[config.mk]
export PLATFORM = sky130hd
export DESIGN_NAME = fft_ctrl
export DESIGN_NICKNAME = d
export VERILOG_FILES = /design/src/rtl/fft_pkg.sv /design/src/rtl/fft_ctrl_reindex_bits.sv /design/src/rtl/fft_ctrl.sv
export SDC_FILE = /design/constraint.sdc
export NUM_CORES = 1
export LEC_CHECK = 0
export CAP_MARGIN = 5
export CORE_UTILIZATION = 34
export CTS_BUF_LIST = sky130_fd_sc_hd__clkbuf_4
export CTS_CLUSTER_DIAMETER = 120
export DETAILED_ROUTE_END_ITERATION = 8
export HOLD_SLACK_MARGIN = 0.03
export SLEW_MARGIN = 20
export SYNTH_ARGS = -nofsm -noshare
export SYNTH_HDL_FRONTEND = slang
export SYNTH_SLANG_ARGS = --single-unit
[constraint.sdc]
create_clock -name clk -period 5.1 [get_ports clk]
set_input_delay 1.02 -clock clk [delete_from_list [all_inputs] [get_ports clk]]
set_output_delay 1.02 -clock clk [all_outputs]
set_load 0.01 [all_outputs]
[src/rtl/fft_pkg.sv]
// fft_pkg: shared FFT controller types, default sizes and the L-bit rotate helper
package fft_pkg;
  localparam int FFT_L    = 9;
  localparam int FFT_PIPE = 3;
  localparam int FFT_N    = 2 ** FFT_L;

  typedef enum logic [2:0] {IDLE, LOAD, CALC, DRAIN, DONE} state_t;

  function automatic logic [31:0] rotl(input logic [31:0] x, input int s, input int w);
    return ((x << s) | (x >> (w - s))) & ((32'd1 << w) - 32'd1);
  endfunction
endpackage

[src/rtl/fft_ctrl_reindex_bits.sv]
// reindex_bits: W-bit bit reversal used to scramble sample load addresses
module reindex_bits #(
  parameter int W = 9
) (
  input  logic [W-1:0] in_bits,
  output logic [W-1:0] out_bits
);
  for (genvar g = 0; g < W; g++) begin : g_rev
    assign out_bits[g] = in_bits[W-1-g];
  end
endmodule

[src/rtl/fft_ctrl.sv]
// fft_ctrl: radix-2 FFT sequencer (load, per-stage butterfly reads, delayed writes, status); FFT_CTRL_BITREV_EN bit-reverses load addresses
module fft_ctrl
  import fft_pkg::*;
#(
  parameter int L    = FFT_L,
  parameter int PIPE = FFT_PIPE
) (
  input  logic         clk,
  input  logic         reset_n,
  input  logic         start,
  input  logic         load_valid,
  output logic         load_ready,
  output logic [L-1:0] load_adr,
  output logic         load_we,
  output logic [L-1:0] rd_adr_a,
  output logic [L-1:0] rd_adr_b,
  output logic         rd_en,
  output logic [L-2:0] tw_adr,
  output logic [L-1:0] wr_adr_a,
  output logic [L-1:0] wr_adr_b,
  output logic         wr_en,
  output logic         bank,
  output logic         busy,
  output logic         done,
  output logic         res_bank
);
  localparam int SW = $clog2(L + 1);
  localparam int DW = $clog2(PIPE + 1);
  localparam int PW = PIPE * L;

  state_t                   state_q, state_d;
  logic [L-1:0]             k_q, k_d, k_map;
  logic [L-2:0]             i_q, i_d, tw_mask;
  logic [SW-1:0]            s_q, s_d;
  logic [DW-1:0]            cnt_q, cnt_d;
  logic                     bank_q, bank_d, res_bank_q, res_bank_d;
  logic [PIPE-1:0]          pen_q, pen_d;
  logic [PIPE-1:0][L-1:0]   pa_q, pa_d, pb_q, pb_d;

`ifdef FFT_CTRL_BITREV_EN
  reindex_bits #(.W(L)) u_rev (.in_bits(k_q), .out_bits(k_map));
`else
  assign k_map = k_q;
`endif

  // state, counters and the read-to-write delay line
  always_ff @(posedge clk or negedge reset_n) begin
    if (!reset_n) begin
      state_q    <= IDLE;
      k_q        <= '0;
      i_q        <= '0;
      s_q        <= '0;
      cnt_q      <= '0;
      bank_q     <= 1'b0;
      res_bank_q <= 1'b0;
      pen_q      <= '0;
      pa_q       <= '0;
      pb_q       <= '0;
    end else begin
      state_q    <= state_d;
      k_q        <= k_d;
      i_q        <= i_d;
      s_q        <= s_d;
      cnt_q      <= cnt_d;
      bank_q     <= bank_d;
      res_bank_q <= res_bank_d;
      pen_q      <= pen_d;
      pa_q       <= pa_d;
      pb_q       <= pb_d;
    end
  end

  // next-state sequencing plus address generation, all outputs gated by state
  always_comb begin
    state_d    = state_q;
    k_d        = k_q;
    i_d        = i_q;
    s_d        = s_q;
    cnt_d      = cnt_q;
    bank_d     = bank_q;
    res_bank_d = res_bank_q;
    load_ready = state_q == LOAD;
    load_we    = load_ready && load_valid;
    load_adr   = load_ready ? k_map : '0;
    rd_en      = state_q == CALC;
    tw_mask    = {(L-1){1'b1}} << (L - 1 - int'(s_q));
    rd_adr_a   = rd_en ? L'(rotl(32'({i_q, 1'b0}), int'(s_q), L)) : '0;
    rd_adr_b   = rd_en ? L'(rotl(32'({i_q, 1'b1}), int'(s_q), L)) : '0;
    tw_adr     = rd_en ? (i_q & tw_mask) : '0;
    pen_d      = PIPE'({pen_q, rd_en});
    pa_d       = PW'({pa_q, rd_adr_a});
    pb_d       = PW'({pb_q, rd_adr_b});
    wr_en      = pen_q[PIPE-1];
    wr_adr_a   = pa_q[PIPE-1];
    wr_adr_b   = pb_q[PIPE-1];
    bank       = bank_q;
    busy       = state_q != IDLE;
    done       = state_q == DONE;
    res_bank   = res_bank_q;
    case (state_q)
      IDLE: if (start) begin
        state_d = LOAD;
        k_d     = '0;
      end
      LOAD: if (load_valid) begin
        k_d = k_q + 1'b1;
        if (&k_q) begin
          state_d = CALC;
          k_d     = '0;
          i_d     = '0;
          s_d     = '0;
          bank_d  = 1'b0;
        end
      end
      CALC: begin
        i_d = i_q + 1'b1;
        if (&i_q) begin
          state_d = DRAIN;
          i_d     = '0;
          cnt_d   = '0;
        end
      end
      DRAIN: begin
        cnt_d = cnt_q + 1'b1;
        if (cnt_q == DW'(PIPE - 1)) begin
          if (s_q == SW'(L - 1)) begin
            state_d    = DONE;
            res_bank_d = 1'(L % 2);
          end else begin
            state_d = CALC;
            s_d     = s_q + 1'b1;
            bank_d  = ~bank_q;
            i_d     = '0;
          end
        end
      end
      DONE:    state_d = IDLE;
      default: state_d = IDLE;
    endcase
  end
endmodule

==> summary.txt <==
Lkg Pwr: 2.07 nW
period utilisation layout: 0.852
CP Cell Sequence: buf_4 > inv_1 > ha_1 > or2_2 > a21bo_2 > o32a_1 > a21oi_1 > clkdlybuf4s50_1
Worst EP required: 4.08 ns
final non-filler cell total: 559
CTS max path bufs: 2
synthesized area per cell: 11.0 µm²
drt wl/cell: 15.4 µm
clock-pin slew of the registers on the worst-case setup and hold paths: 0.14 ns
initial core utilization: 0.355
Final ANT Viol Nets: 0
Mapped Cells: 374
reg2reg path depth: 6
Setup crit start: s_q[1]$_DFFE_PN0P_
Core ar.: 11600 µm²
DIE WIDTH: 112 µm
vias in the first global route: 2752
max_cap viols: 0
flops & latches, synth: 85
Setup-failing EPs final: 0
final setup TNS: 0 ns
clk root buf: clkbuf_4
hold-fix buffers at CTS: 0
later-pin clock latency in the skew report: 0.44 ns
VDD IR max: 128 µV
critical path launch point type: flop
HPWL Detailed: 6040 µm
nets: 424
ant diodes: 0
multi-input combinational cell area: 1690 µm²
I/O pin total: 65
DR vias/cell: 5.20
DR iter-0 viols: 161
CTS Buf Count: 9
dpl cells: 543
register-to-register setup slack: 2.42 ns
Post-Syn Area: 4100 µm²
FF-to-FF Start: s_q[0]$_DFFE_PN0P_
max incr delay on CP: 0.59 ns
pwr dens: 260 nW/µm²
Die H: 112 µm
drt pass-1 iters: 6
# clock sinks: 85
Area Growth Syn to Fin: 17.8%
share of cells above drive strength 1: 0.103
clock skew: 0.0228 ns
status: complete, but fails checks
CP Capture Type: primary output
worst hold stages: 0
critical path class: reg -> out
fmax: 0.230 GHz
CP max stage cell: clkdlybuf4s50_1
drt drc: 7
Post-synth EDFFs: 0
CTS H-Tree Depth: 3
first-pass GRT wire length: 14500 µm
ys flop type: dfrtp_1
Worst Path Arrival: 3.33 ns
post-cts sizing count: 0
violated checks: design-rule violations
Synth cell types: 63
RSZ-0062 raised after global routing: false
Final GP Congestion: 0.838
Setup Fix Bufs, Post-CTS: 0
die area: 12500 µm²
grt ovf: 0
final hold vios: 0
post-synthesis sequential area ratio: 0.519
max_slew headroom: 0.451
WL final: 8630 µm
row count: 39
Finished Core Util: 0.418
total track usage: 0.148
total number of vias: 2907
worst slew pin tran: 0.823 ns
register area: 2130 µm²
initial antenna violation count: 0
# fillers: 1112
largest net degree at the start of global routing: 86
Synth Net Count: 387
FFs w/ async S/R, synth: 1.00
CTS tree: yes
Synthesis Warnings: 0
Slew Viols, Final: 0
crit path max fanout: 31
hold_sp: pb_d[16]$_DFF_PN0_
min-delay worst type: reg -> reg
I/O Buffers: 64
crit path time final: 4.35 ns
-- area by class of cell --
type                            instances  share of cell area
Sequential cell                        85               0.440
Multi-Input combinational cell        240               0.350
Timing Repair Buffer                   67               0.138
Tap cell                              143              0.0370
Clock inverter                          7              0.0150
Clock buffer                            9              0.0140
Inverter                                8             0.00622
-- power by group --
part	total (mW)	switching, mW	internal, mW
clock	0.391	0.239	0.153
combinational	0.137	0.0585	0.0787
sequential	0.726	0.0289	0.697
total	1.25	0.326	0.928
-- layer usage --
layer | wire length [µm] | global-route usage | vias up
met1 | 4050 | 0.209 | 1428
met4 | 75 | 0.0523 | 0
met5 | 0 | 0 | -
met2 | 4010 | 0.218 | 94
met3 | 500 | 0.0392 | 6
li1 | - | - | 1379
-- flip-flops by register name, summed over array words and instances (netlist names) --
register	count
pen_q	3
res_bank	1
wr_adr_a	9
pa_d	18
k_map	9
pb_d	18
s_q	4
wr_adr_b	9
state_q	3
bank	1
i_q	8
cnt_q	2
-- logic make-up (layout without fill, tap and decap cells) --
kind of cell	after synthesis	in the layout	share of synthesized area
simple gates	126	126	0.165
flops	85	85	0.519
compound gates	71	71	0.118
buf+inv	49	91	0.0690
mux	25	25	0.0827
fa+ha+maj	9	9	0.0275
xor+xnor	9	9	0.0192
-- metrics by stage --
| stage | power, mW | hold slack (ns) | setup slack, ns | instance area, µm² |
|---|---|---|---|---|
| 2_1_floorplan | 0.803 | 0.331 | 1.81 | 4100 |
| 3_3_place_gp | 0.874 | 0.333 | 1.33 | 4690 |
| 3_5_place_dp | 0.878 | 0.335 | 1.25 | 4690 |
| 4_1_cts | 1.27 | 0.350 | 0.724 | 4830 |
| 5_1_grt | 1.32 | 0.353 | 0.517 | 4830 |
| 6_report | 1.25 | 0.348 | 0.754 | 4830 |
-- critical path, delay by kind of cell, from the launching register on --
family                     cells  cell delay, ns
AOI/OAI and AO/OA              3            0.80
adders and majority gates      1            0.32
buffers and inverters          3            1.08
DFF                            1            0.35
and+or+nand+nor                1            0.33
-- synthesized netlist by cell type, drive strengths merged, types with 8 or more instances --
master | instances | area [µm²]
clkbuf | 10 | 37.5
ha | 9 | 113
mux2 | 8 | 90.1
nor3 | 9 | 45.0
dfrtp | 85 | 2130
buf | 31 | 215
mux2i | 11 | 114
nand2 | 28 | 105
inv | 8 | 30.0
nor2 | 24 | 92.6
a21oi | 12 | 60.1
and2 | 19 | 120
nand3 | 8 | 40.0
o21ai | 20 | 100
-- final timing paths --
path,end
hold reg to reg,pb_d[25]$_DFF_PN0_
setup / recovery,rd_adr_b[3]
min in group asynchronous,k_map[8]$_DFFE_PN0P_
hold / removal,pb_d[25]$_DFF_PN0_
setup reg to reg,i_q[3]$_DFFE_PN0P_
max in group asynchronous,pa_d[17]$_DFF_PN0_
-- cell usage in the layout (no fill, tap or decap), types with 3 or more instances in the layout --
cell              n
nor3_1            9
nor3b_1           3
a32oi_1           3
a22o_1            4
ha_1              9
o32ai_1           3
o21a_1            4
buf_4             3
mux4_2            6
mux2_2            8
or2_2             3
xnor2_1           7
clkdlybuf4s50_1  63
nor2b_1           5
a21oi_1          12
nor2_1           23
clkbuf_4          9
inv_1             7
inv_6             3
nand2_1          28
a2bb2oi_1         4
nand4_1           3
nand3_1           8
o21ai_1           4
nor4_1            4
nand2b_1          3
mux2i_1          10
o21ai_0          16
and3_1            4
dfrtp_1          85
and2_1           16
Note: power is estimated with default switching activity, not from simulation.
